$ cat config.mk
export PLATFORM = sky130hd
export DESIGN_NAME = loot_arbiter_flat
export DESIGN_NICKNAME = d
export VERILOG_FILES = /design/src/rtl/crossy_pkg.sv /design/src/rtl/loot_arbiter_if.sv /design/src/rtl/loot_slot.sv /design/src/rtl/loot_arbiter.sv /design/src/flat_wrapper.sv
export SDC_FILE = /design/constraint.sdc
export NUM_CORES = 1
export LEC_CHECK = 0
export BUFFER_PORTS_ARGS = -buffer_cell sky130_fd_sc_hd__buf_4
export CORE_MARGIN = 2
export CORE_UTILIZATION = 56
export DETAILED_ROUTE_END_ITERATION = 16
export GPL_TIMING_DRIVEN = 0
export PLACE_DENSITY = 0.87
export SLEW_MARGIN = 20
export SYNTH_ARGS = -nofsm -noshare
export SYNTH_HDL_FRONTEND = slang
export SYNTH_HIERARCHICAL = 1
export SYNTH_SLANG_ARGS = --single-unit
$ cat constraint.sdc
create_clock -name FrameClk -period 2.2 [get_ports FrameClk]
set_clock_uncertainty 0.15 [all_clocks]
set_input_delay 0.11 -clock FrameClk [delete_from_list [all_inputs] [get_ports FrameClk]]
set_output_delay 0.11 -clock FrameClk [all_outputs]
set_load 0.005 [all_outputs]
$ cat src/rtl/crossy_pkg.sv
// Shared types and constants for the loot arbiter slice.
// Holds the per-slot state encoding, loot value width, and the LFSR seed/mask
// plus the small helpers used when the LFSR build option is enabled.
package crossy_pkg;

   typedef enum logic [1:0] {
      IDLE   = 2'd0,
      WAIT   = 2'd1,
      ACTIVE = 2'd2,
      GRANT  = 2'd3
   } slot_state_t;

   localparam int unsigned LOOT_VAL_W = 2;
   localparam int unsigned LFSR_W     = 16;
   localparam int unsigned JITTER_W   = 6;

   localparam logic [LFSR_W-1:0] LFSR_SEED = 16'hACE1;
   localparam logic [LFSR_W-1:0] LFSR_MASK = 16'hB400;

   // One Galois step: shift right, fold the mask in when a 1 falls out.
   function automatic logic [LFSR_W-1:0] lfsr_next(input logic [LFSR_W-1:0] cur);
      return cur[0] ? ((cur >> 1) ^ LFSR_MASK) : (cur >> 1);
   endfunction

   // Loot value is never 0, so a zero draw maps to the smallest item.
   function automatic logic [LOOT_VAL_W-1:0] lfsr_loot_value(input logic [LOOT_VAL_W-1:0] bits);
      return (bits == '0) ? LOOT_VAL_W'(1) : bits;
   endfunction

endpackage

$ cat src/rtl/loot_arbiter_if.sv
// Bundle between the loot arbiter and its neighbours (round control, hitboxes, players).
//   SpawnEnable      round active
//   P1Touch/P2Touch  per-slot hitbox overlap for each player
//   P1Ack/P2Ack      player Collected acknowledge
//   P1Collect/P2Collect  single-frame value offered to each player
//   SlotVisible      per-slot draw enable
//   SlotValue        per-slot value, LOOT_VAL_W bits each
// master = environment side, slave = arbiter side.
interface loot_arbiter_if
   import crossy_pkg::*;
#(
   parameter int unsigned NUM_SLOTS = 4
) ();

   logic                             SpawnEnable;
   logic [NUM_SLOTS-1:0]             P1Touch;
   logic [NUM_SLOTS-1:0]             P2Touch;
   logic                             P1Ack;
   logic                             P2Ack;
   logic [LOOT_VAL_W-1:0]            P1Collect;
   logic [LOOT_VAL_W-1:0]            P2Collect;
   logic [NUM_SLOTS-1:0]             SlotVisible;
   logic [LOOT_VAL_W*NUM_SLOTS-1:0]  SlotValue;

   modport master (
      output SpawnEnable, P1Touch, P2Touch, P1Ack, P2Ack,
      input  P1Collect, P2Collect, SlotVisible, SlotValue
   );

   modport slave (
      input  SpawnEnable, P1Touch, P2Touch, P1Ack, P2Ack,
      output P1Collect, P2Collect, SlotVisible, SlotValue
   );

endinterface

$ cat src/rtl/loot_slot.sv
// One loot slot: respawn FSM, countdown timer and latched value.
//   clk, rst_n    frame clock, async active-low reset
//   spawn_en_i    round active; low forces IDLE and clears the slot
//   grant_i       slot handed to a player this frame (only honoured in ACTIVE)
//   ack_i         owner's Collected ack, meaningful only in the ack window
//   reload_i      hidden-time after a confirmed pickup
//   value_i       value latched when the slot appears
//   state_o       current slot state
//   visible_o     slot drawn (ACTIVE or GRANT)
//   value_o       latched value (0 while not holding an item)
//   ack_window_c  second GRANT frame: the edge that samples the owner's ack
module loot_slot
   import crossy_pkg::*;
#(
   parameter int unsigned TIMER_W   = 9,
   parameter int unsigned INIT_LOAD = 60
) (
   input  logic                  clk,
   input  logic                  rst_n,
   input  logic                  spawn_en_i,
   input  logic                  grant_i,
   input  logic                  ack_i,
   input  logic [TIMER_W-1:0]    reload_i,
   input  logic [LOOT_VAL_W-1:0] value_i,
   output slot_state_t           state_o,
   output logic                  visible_o,
   output logic [LOOT_VAL_W-1:0] value_o,
   output logic                  ack_window_c
);

   slot_state_t           state_q, state_d;
   logic [TIMER_W-1:0]    timer_q, timer_d;
   logic                  phase_q, phase_d;
   logic [LOOT_VAL_W-1:0] value_q, value_d;
   logic                  visible_q, visible_d;

   // State register
   always_ff @(posedge clk or negedge rst_n) begin
      if (!rst_n) begin
         state_q   <= IDLE;
         timer_q   <= '0;
         phase_q   <= 1'b0;
         value_q   <= '0;
         visible_q <= 1'b0;
      end else begin
         state_q   <= state_d;
         timer_q   <= timer_d;
         phase_q   <= phase_d;
         value_q   <= value_d;
         visible_q <= visible_d;
      end
   end

   // Next state: the loaded timer value is the number of frames spent in WAIT
   always_comb begin
      state_d = state_q;
      timer_d = timer_q;
      phase_d = phase_q;
      value_d = value_q;

      if (!spawn_en_i) begin
         state_d = IDLE;
         timer_d = '0;
         phase_d = 1'b0;
         value_d = '0;
      end else begin
         unique case (state_q)
            IDLE: begin
               state_d = WAIT;
               timer_d = TIMER_W'(INIT_LOAD);
            end
            WAIT: begin
               // <= 1 also covers a zero load, so the counter never wraps
               if (timer_q <= TIMER_W'(1)) begin
                  state_d = ACTIVE;
                  timer_d = '0;
                  value_d = value_i;
               end else begin
                  timer_d = timer_q - TIMER_W'(1);
               end
            end
            ACTIVE: begin
               if (grant_i) begin
                  state_d = GRANT;
                  phase_d = 1'b0;
               end
            end
            GRANT: begin
               if (!phase_q) begin
                  phase_d = 1'b1;
               end else begin
                  phase_d = 1'b0;
                  if (ack_i) begin
                     state_d = WAIT;
                     timer_d = reload_i;
                     value_d = '0;
                  end else begin
                     state_d = ACTIVE;
                  end
               end
            end
            default: state_d = IDLE;
         endcase
      end

      visible_d = (state_d == ACTIVE) || (state_d == GRANT);
   end

   assign state_o      = state_q;
   assign visible_o    = visible_q;
   assign value_o      = value_q;
   assign ack_window_c = (state_q == GRANT) && phase_q;

endmodule

$ cat src/rtl/loot_arbiter.sv
// Loot arbiter: owns NUM_SLOTS loot slots, arbitrates P1/P2 touches and runs the
// Collect/Collected handshake with each player.
//   FrameClk  frame clock
//   Reset_n   async active-low reset
//   bus       loot_arbiter_if.slave (round enable, touches, acks, collect values,
//             slot visibility and values)
// Build option LOOT_LFSR_EN: randomised loot value and respawn jitter from a
// 16-bit Galois LFSR. Without it every item is worth 1 and the respawn time is fixed.
module loot_arbiter
   import crossy_pkg::*;
#(
   parameter int unsigned NUM_SLOTS      = 4,
   parameter int unsigned TIMER_W        = 9,
   parameter int unsigned RESPAWN_FRAMES = 180,
   parameter int unsigned INIT_FRAMES    = 60,
   parameter int unsigned STAGGER        = 16
) (
   input  logic          FrameClk,
   input  logic          Reset_n,
   loot_arbiter_if.slave bus
);

   localparam int unsigned IDX_W = (NUM_SLOTS > 1) ? $clog2(NUM_SLOTS) : 1;
`ifdef LOOT_LFSR_EN
   localparam int unsigned JITTER_MAX = (1 << JITTER_W) - 1;
`else
   localparam int unsigned JITTER_MAX = 0;
`endif
   localparam int unsigned RELOAD_MAX  = RESPAWN_FRAMES + JITTER_MAX;
   localparam int unsigned INIT_MAX    = INIT_FRAMES + STAGGER * (NUM_SLOTS - 1);
   localparam int unsigned TIMER_LIMIT = (1 << TIMER_W) - 1;

   // Every timer load must fit the countdown register
   if (RELOAD_MAX > TIMER_LIMIT) begin : g_reload_chk
      $error("loot_arbiter: respawn reload does not fit TIMER_W");
   end
   if (INIT_MAX > TIMER_LIMIT) begin : g_init_chk
      $error("loot_arbiter: initial spawn delay does not fit TIMER_W");
   end

   logic                  spawn_en;
   slot_state_t           slot_state   [NUM_SLOTS];
   logic [LOOT_VAL_W-1:0] slot_value   [NUM_SLOTS];
   logic [NUM_SLOTS-1:0]  slot_visible;
   logic [NUM_SLOTS-1:0]  slot_window;
   logic [NUM_SLOTS-1:0]  slot_grant;
   logic [NUM_SLOTS-1:0]  slot_ack;
   logic [TIMER_W-1:0]    reload;
   logic [LOOT_VAL_W-1:0] new_value;

   logic                  p1_cand_vld, p2_cand_vld;
   logic [IDX_W-1:0]      p1_cand, p2_cand;
   logic                  p1_elig, p2_elig, same_cand;
   logic                  p1_win, p2_win;

   logic                  prio_q, prio_d;
   logic                  p1_pend_q, p1_pend_d, p2_pend_q, p2_pend_d;
   logic [IDX_W-1:0]      p1_slot_q, p1_slot_d, p2_slot_q, p2_slot_d;
   logic [LOOT_VAL_W-1:0] p1_collect_q, p1_collect_d, p2_collect_q, p2_collect_d;

   assign spawn_en = bus.SpawnEnable;

`ifdef LOOT_LFSR_EN
   logic [LFSR_W-1:0] lfsr_q, lfsr_d;

   // LFSR free-runs during a round; value and jitter are drawn from its low bits
   always_comb begin
      lfsr_d = lfsr_q;
      if (spawn_en) lfsr_d = lfsr_next(lfsr_q);
   end

   always_ff @(posedge FrameClk or negedge Reset_n) begin
      if (!Reset_n) lfsr_q <= LFSR_SEED;
      else          lfsr_q <= lfsr_d;
   end

   assign new_value = lfsr_loot_value(lfsr_q[1:0]);
   assign reload    = TIMER_W'(RESPAWN_FRAMES) + TIMER_W'(lfsr_q[7:2]);
`else
   assign new_value = LOOT_VAL_W'(1);
   assign reload    = TIMER_W'(RESPAWN_FRAMES);
`endif

   // Candidate per player: lowest-index ACTIVE slot it touches
   always_comb begin
      p1_cand_vld = 1'b0;
      p1_cand     = '0;
      p2_cand_vld = 1'b0;
      p2_cand     = '0;
      for (int i = int'(NUM_SLOTS) - 1; i >= 0; i--) begin
         if (slot_state[i] == ACTIVE && bus.P1Touch[i]) begin
            p1_cand_vld = 1'b1;
            p1_cand     = IDX_W'(i);
         end
         if (slot_state[i] == ACTIVE && bus.P2Touch[i]) begin
            p2_cand_vld = 1'b1;
            p2_cand     = IDX_W'(i);
         end
      end
   end

   // A player with a grant in flight sits out; ties go to the Prio player
   always_comb begin
      p1_elig   = p1_cand_vld && !p1_pend_q;
      p2_elig   = p2_cand_vld && !p2_pend_q;
      same_cand = p1_elig && p2_elig && (p1_cand == p2_cand);
      p1_win    = p1_elig && !(same_cand && prio_q);
      p2_win    = p2_elig && !(same_cand && !prio_q);
   end

   // Per-slot grant and the owning player's ack
   always_comb begin
      slot_grant = '0;
      slot_ack   = '0;
      for (int i = 0; i < int'(NUM_SLOTS); i++) begin
         slot_grant[i] = (p1_win && p1_cand == IDX_W'(i)) ||
                         (p2_win && p2_cand == IDX_W'(i));
         slot_ack[i]   = (p1_pend_q && p1_slot_q == IDX_W'(i) && bus.P1Ack) ||
                         (p2_pend_q && p2_slot_q == IDX_W'(i) && bus.P2Ack);
      end
   end

   // Prio, pending-grant tracking and the single-frame Collect pulses
   always_comb begin
      prio_d       = prio_q;
      p1_pend_d    = p1_pend_q;
      p1_slot_d    = p1_slot_q;
      p2_pend_d    = p2_pend_q;
      p2_slot_d    = p2_slot_q;
      p1_collect_d = '0;
      p2_collect_d = '0;

      if (!spawn_en) begin
         prio_d    = 1'b0;
         p1_pend_d = 1'b0;
         p1_slot_d = '0;
         p2_pend_d = 1'b0;
         p2_slot_d = '0;
      end else begin
         if (same_cand) prio_d = ~prio_q;

         // The owned slot leaves GRANT on its ack-window edge either way
         if (p1_pend_q && slot_window[p1_slot_q]) p1_pend_d = 1'b0;
         if (p2_pend_q && slot_window[p2_slot_q]) p2_pend_d = 1'b0;

         if (p1_win) begin
            p1_pend_d    = 1'b1;
            p1_slot_d    = p1_cand;
            p1_collect_d = slot_value[p1_cand];
         end
         if (p2_win) begin
            p2_pend_d    = 1'b1;
            p2_slot_d    = p2_cand;
            p2_collect_d = slot_value[p2_cand];
         end
      end
   end

   always_ff @(posedge FrameClk or negedge Reset_n) begin
      if (!Reset_n) begin
         prio_q       <= 1'b0;
         p1_pend_q    <= 1'b0;
         p1_slot_q    <= '0;
         p2_pend_q    <= 1'b0;
         p2_slot_q    <= '0;
         p1_collect_q <= '0;
         p2_collect_q <= '0;
      end else begin
         prio_q       <= prio_d;
         p1_pend_q    <= p1_pend_d;
         p1_slot_q    <= p1_slot_d;
         p2_pend_q    <= p2_pend_d;
         p2_slot_q    <= p2_slot_d;
         p1_collect_q <= p1_collect_d;
         p2_collect_q <= p2_collect_d;
      end
   end

   // Slot instances, each with its own staggered first appearance
   for (genvar g = 0; g < int'(NUM_SLOTS); g++) begin : g_slot
      loot_slot #(
         .TIMER_W   (TIMER_W),
         .INIT_LOAD (INIT_FRAMES + STAGGER * g)
      ) u_slot (
         .clk          (FrameClk),
         .rst_n        (Reset_n),
         .spawn_en_i   (spawn_en),
         .grant_i      (slot_grant[g]),
         .ack_i        (slot_ack[g]),
         .reload_i     (reload),
         .value_i      (new_value),
         .state_o      (slot_state[g]),
         .visible_o    (slot_visible[g]),
         .value_o      (slot_value[g]),
         .ack_window_c (slot_window[g])
      );

      assign bus.SlotValue[g*LOOT_VAL_W +: LOOT_VAL_W] = slot_value[g];
   end

   assign bus.SlotVisible = slot_visible;
   assign bus.P1Collect   = p1_collect_q;
   assign bus.P2Collect   = p2_collect_q;

endmodule
$ cat src/flat_wrapper.sv
// flat-port wrapper written by rule: the top's interface ports become plain ports
module loot_arbiter_flat import crossy_pkg::*;
#(
   parameter int unsigned NUM_SLOTS      = 4,
   parameter int unsigned TIMER_W        = 9,
   parameter int unsigned RESPAWN_FRAMES = 180,
   parameter int unsigned INIT_FRAMES    = 60,
   parameter int unsigned STAGGER        = 16
)
  (FrameClk, Reset_n, bus_SpawnEnable, bus_P1Touch, bus_P2Touch, bus_P1Ack, bus_P2Ack, bus_P1Collect, bus_P2Collect, bus_SlotVisible, bus_SlotValue);
  loot_arbiter_if #(.NUM_SLOTS(NUM_SLOTS)) bus_i ();
  input  logic FrameClk;
  input  logic Reset_n;
  input wire logic [$bits(bus_i.SpawnEnable)-1:0] bus_SpawnEnable;
  input wire logic [$bits(bus_i.P1Touch)-1:0] bus_P1Touch;
  input wire logic [$bits(bus_i.P2Touch)-1:0] bus_P2Touch;
  input wire logic [$bits(bus_i.P1Ack)-1:0] bus_P1Ack;
  input wire logic [$bits(bus_i.P2Ack)-1:0] bus_P2Ack;
  output wire logic [$bits(bus_i.P1Collect)-1:0] bus_P1Collect;
  output wire logic [$bits(bus_i.P2Collect)-1:0] bus_P2Collect;
  output wire logic [$bits(bus_i.SlotVisible)-1:0] bus_SlotVisible;
  output wire logic [$bits(bus_i.SlotValue)-1:0] bus_SlotValue;
  assign bus_i.SpawnEnable = bus_SpawnEnable;
  assign bus_i.P1Touch = bus_P1Touch;
  assign bus_i.P2Touch = bus_P2Touch;
  assign bus_i.P1Ack = bus_P1Ack;
  assign bus_i.P2Ack = bus_P2Ack;
  assign bus_P1Collect = bus_i.P1Collect;
  assign bus_P2Collect = bus_i.P2Collect;
  assign bus_SlotVisible = bus_i.SlotVisible;
  assign bus_SlotValue = bus_i.SlotValue;
  loot_arbiter #(.NUM_SLOTS(NUM_SLOTS), .TIMER_W(TIMER_W), .RESPAWN_FRAMES(RESPAWN_FRAMES), .INIT_FRAMES(INIT_FRAMES), .STAGGER(STAGGER)) u_core (.FrameClk(FrameClk), .Reset_n(Reset_n), .bus(bus_i));
endmodule
==> metrics.md <==
| Metric | Value |
|---|---|
| Antenna Cells | `0` |
| Register-to-register setup slack | `-270 ps` |
| Via/cell ratio | `6.394` |
| Adder-Cell Fraction of Synth Area | `2.066%` |
| Failing checks | `negative setup slack` |
| Setup Crit Path Kind | `flip-flop to flip-flop` |
| Core area | `8299 sq um` |
| Worst Setup End Kind | `flip-flop` |
| Register area | `approximately 1800 sq um` |
| Final Hold Viols | `0` |
| Crit Reg-Reg Startpoint | `u_core/g_slot[2].u_slot/state_o[0]` |
| Placed instance area | `approximately 5400 sq um` |
| Fin crit share | `112.3%` |
| Ys Warns | `6` |
| HP Class | `input port to flip-flop` |
| Yosys top cell by area | `dfrtp_1` |
| Area of the multi-input gates | `3191 sq um` |
| Final Max Tran Viols | `0` |
| Clock Path Buffers | `2` |
| Die ar. | `between 9000 and 10000 sq um` |
| Gp weighted congestion | `0.9465` |
| Post-route antenna net violation count | `0` |
| Synth Area in Compound Gates | `23.94%` |
| Die Span Y | `approximately 97 microns` |
| Syn Inst Count | `roughly 530` |
| Simple-Gate Fraction of Synth Area | `~27%` |
| Drc violations | `0` |
| Rows | `33` |
| Initial antenna violation count | `0` |
| FMAX | `between 0.4 and 0.5 GHz` |
| Synthesized area | `approximately 4800 sq um` |
| Top_reg_cell synth | `dfrtp_1` |
| Initial Util | `58.37%` |
| CP max stage delay | `~440 ps` |
| Clk Latency, worst-skew pair | `350 ps` |
| Leak | `between 2 and 3 nW` |
| Post-route cell area | `5906 sq um` |
| Register area share after synthesis | `a little under two fifths` |
| Mux cell area share after synthesis | `5.088%` |
| IO Pins | `29` |
| Pin count of the biggest net entering global routing | `72` |
| Setup crit start | `u_core/g_slot[2].u_slot/state_o[0]` |
| Vias in the first global route | `4550` |
| MaxCap Viol Count | `0` |
| Period minus WS final | `approximately 2500 ps` |
| IO Port Bufs | `28` |
| Gr usage total | `around 28%` |
| Clk pin slew, worst setup/hold paths | `approximately 80 ps` |
| Cell variety after synth | `between 80 and 90` |
| Synth Area in XOR/XNOR | `under 10%` |
| EDFF count, synth | `0` |
| First-pass GRT wire length | `21470 microns` |
| Transition time of the tightest slew-check pin | `between 900 and 1000 ps` |
| Power per Cell Area | `about 1000 nW/um^2` |
| Fill cell count | `about 600` |
| Die width | `between 90 and 100 microns` |
| Max FO, Critical Path | `6` |
| Status | `finished with violations` |
| Post-DP HPWL | `approximately 8400 microns` |
| Setup Viol. Count Final | `11` |
| Root Buffer | `clkbuf_8` |
| Seq cells post-synth | `just over 70` |
| Top cell type's share of synthesized area | `between 30% and 40%` |
| Congestion Overflow GR | `0` |
| Worst setup SP type | `flip-flop` |
| RSZ-0062 raised after global routing | `yes` |
| VDD IR max | `602.5 uV` |
| Fraction of registers with async set/reset | `100.0%` |
| Hold Slack | `~160 ps` |
| CTS Buf Count | `9` |
| Final core occ | `a little under three quarters` |
| Routed len/inst | `17.79 microns` |
| Share of cells above drive strength 1 | `22.31%` |
| Initial DRT Pass Iterations | `6` |
| Routed via count | `~4800` |
| Crit path DAT | `2560 ps` |
| Clock Sinks | `71` |
| Slew headroom | `about 40%` |
| Dpl ws | `-262.3 ps` |
| CP required | `roughly 2300 ps` |
| Hold Path Origin | `bus_P2Touch[0]` |
| Layout area overhead | `21.90%` |
| CTS tree | `built` |
| Post-layout nets | `around 660` |
| Final WS setup | `-270.9 ps` |
| Avg Inst Size Synth | `roughly 9.2 sq um` |
| H-Tree Level Count | `3` |
| Worst path cell trace | `and3b_2 > o21ai_4 > a211o_1 > nand2_2 > o21ai_4 > o32ai_4 > o22ai_1 > nand2_1 > and3_1` |
| Top cells by area, synth | `dfrtp_1 37%, nand2_1 4.0%, mux2i_1 3.9%` |
| Final Power | `5.926 mW` |
| Slowest CP cell | `dfrtp_1` |
| Initial DRC count | `430` |
| Cell mode on critical path | `o21ai_4` |
| Drt total wl | `13270 microns` |
| Largest family of logic cells by synthesized area | `simple AND/OR/NAND/NOR gates` |
## worst max-delay path: cells and delay by family (launching register included)
kind / cells / cell delay [ps]
flip-flops: 1 / 440
AO/OA/AOI/OAI: 5 / 1110
AND/OR/NAND/NOR: 4 / 670
## sequential cells by signal, summed over array words and instances (netlist names)
register                        count
u_core/p2_pend_q                    1
u_core/p2_slot_q                    2
u_core/g_slot.u_slot/value_o        8
u_core/g_slot.u_slot/phase_q        4
u_core/p1_pend_q                    1
u_core/prio_q                       1
u_core/bus.P1Collect                2
u_core/g_slot.u_slot/state_o        8
u_core/g_slot.u_slot/timer_q       36
u_core/p1_slot_q                    2
u_core/g_slot.u_slot/visible_o      4
u_core/bus.P2Collect                2
## synthesized netlist by cell type, types with 7 or more instances
| cell | instances |
|---|---|
| o21bai_1 | 7 |
| and3_1 | 9 |
| nor3_1 | 10 |
| inv_1 | 28 |
| nor2_1 | 28 |
| nand2_1 | 52 |
| a22oi_1 | 9 |
| mux2i_1 | 19 |
| o21ai_0 | 22 |
| and3b_1 | 9 |
| dfrtp_1 | 71 |
| nand3b_1 | 11 |
| nand4_1 | 13 |
| a21oi_1 | 28 |
| nand3_1 | 28 |
| o22ai_1 | 10 |
| ha_1 | 8 |
| clkbuf_1 | 12 |
## where the power goes
part | total, mW | internal (mW) | switching [mW]
registers | 2.16 | 1.64 | 0.519
clock network | 0.924 | 0.458 | 0.466
logic | 2.84 | 1.30 | 1.54
total | 5.93 | 3.40 | 2.52
## layout make-up
| type | instances | share of cell area, % |
|---|---|---|
| timing repair buffer | 59 | 7.648 |
| inverter | 28 | 1.780 |
| buffer | 16 | 1.292 |
| clock inverter | 1 | 0.08475 |
| clock buffer | 13 | 2.691 |
| tap | 105 | 2.225 |
| multi-input combinational | 453 | 54.03 |
| sequential | 71 | 30.25 |
## per-stage QoR
step,cells,TNS (ps)
after detailed placement,703,-2198
final,746,-1830
after CTS,737,-162.8
after floorplan,570,0
after global placement,703,-1240
after global routing,746,-2145
## logic make-up (layout without fill, tap and decap cells)
group | after synthesis | count (layout)
compound gates | 156 | 156
xor+xnor | 7 | 7
mux | 22 | 22
flops | 71 | 71
fa+ha+maj | 8 | 8
buf+inv | 46 | 117
other cells | 2 | 44
simple gates | 216 | 216
## routing by layer
layer | part of all wire, % | track usage [%] | vias to the layer above
li1 | - | - | 2173
met1 | 41 | 34.59 | 2308
met2 | 49 | 46.58 | 216
met3 | 5.9 | 4.480 | 73
met4 | 4.6 | 13.00 | 0
met5 | 0 | 0 | -
## timing repair
| item | 4_1_cts | 5_1_grt |
|---|---|---|
| buffers inserted | 19 | 10 |
| pin swaps | 6 | 8 |
| hold buffers | 2 | 0 |
| endpoints found under the hold margin | 74 | 0 |
| setup endpoints to repair | 37 | 26 |
| resized for setup | 21 | 21 |
## cells in the final DEF (no fill, tap or decap), drive strengths merged, types with 4 or more instances in the layout
master   instances
nor3            12
or4              8
ha               8
a221o            5
and3b           10
a22o             4
mux2i           19
a21boi           4
a22oi            9
and2             4
nor2            30
clkbuf          24
buf             62
o21bai           7
nand4           14
o31ai            6
nor4             4
nor3b            5
nand2b           5
o2bb2ai          4
o22ai           11
or3              4
dfrtp           71
nand2           55
a21o             4
o211ai           6
nand3           28
inv             28
nand3b          14
a32o             6
a21oi           29
o21ai           31
and3             9
nor2b            5
o32ai            7
xor2             4
conb            44
## worst paths after layout
path                       cells after the start                                  to
setup / recovery                               9  u_core/g_slot[1].u_slot/state_o[0]
hold / removal                                 5                 u_core/p2_slot_q[0]
setup reg to reg                               9  u_core/g_slot[1].u_slot/state_o[0]
hold reg to reg                                1  u_core/g_slot[2].u_slot/timer_q[7]
max in group asynchronous                      2  u_core/g_slot[3].u_slot/state_o[0]
min in group asynchronous                      2  u_core/g_slot[2].u_slot/timer_q[7]
(Power assumes the default switching activity.)
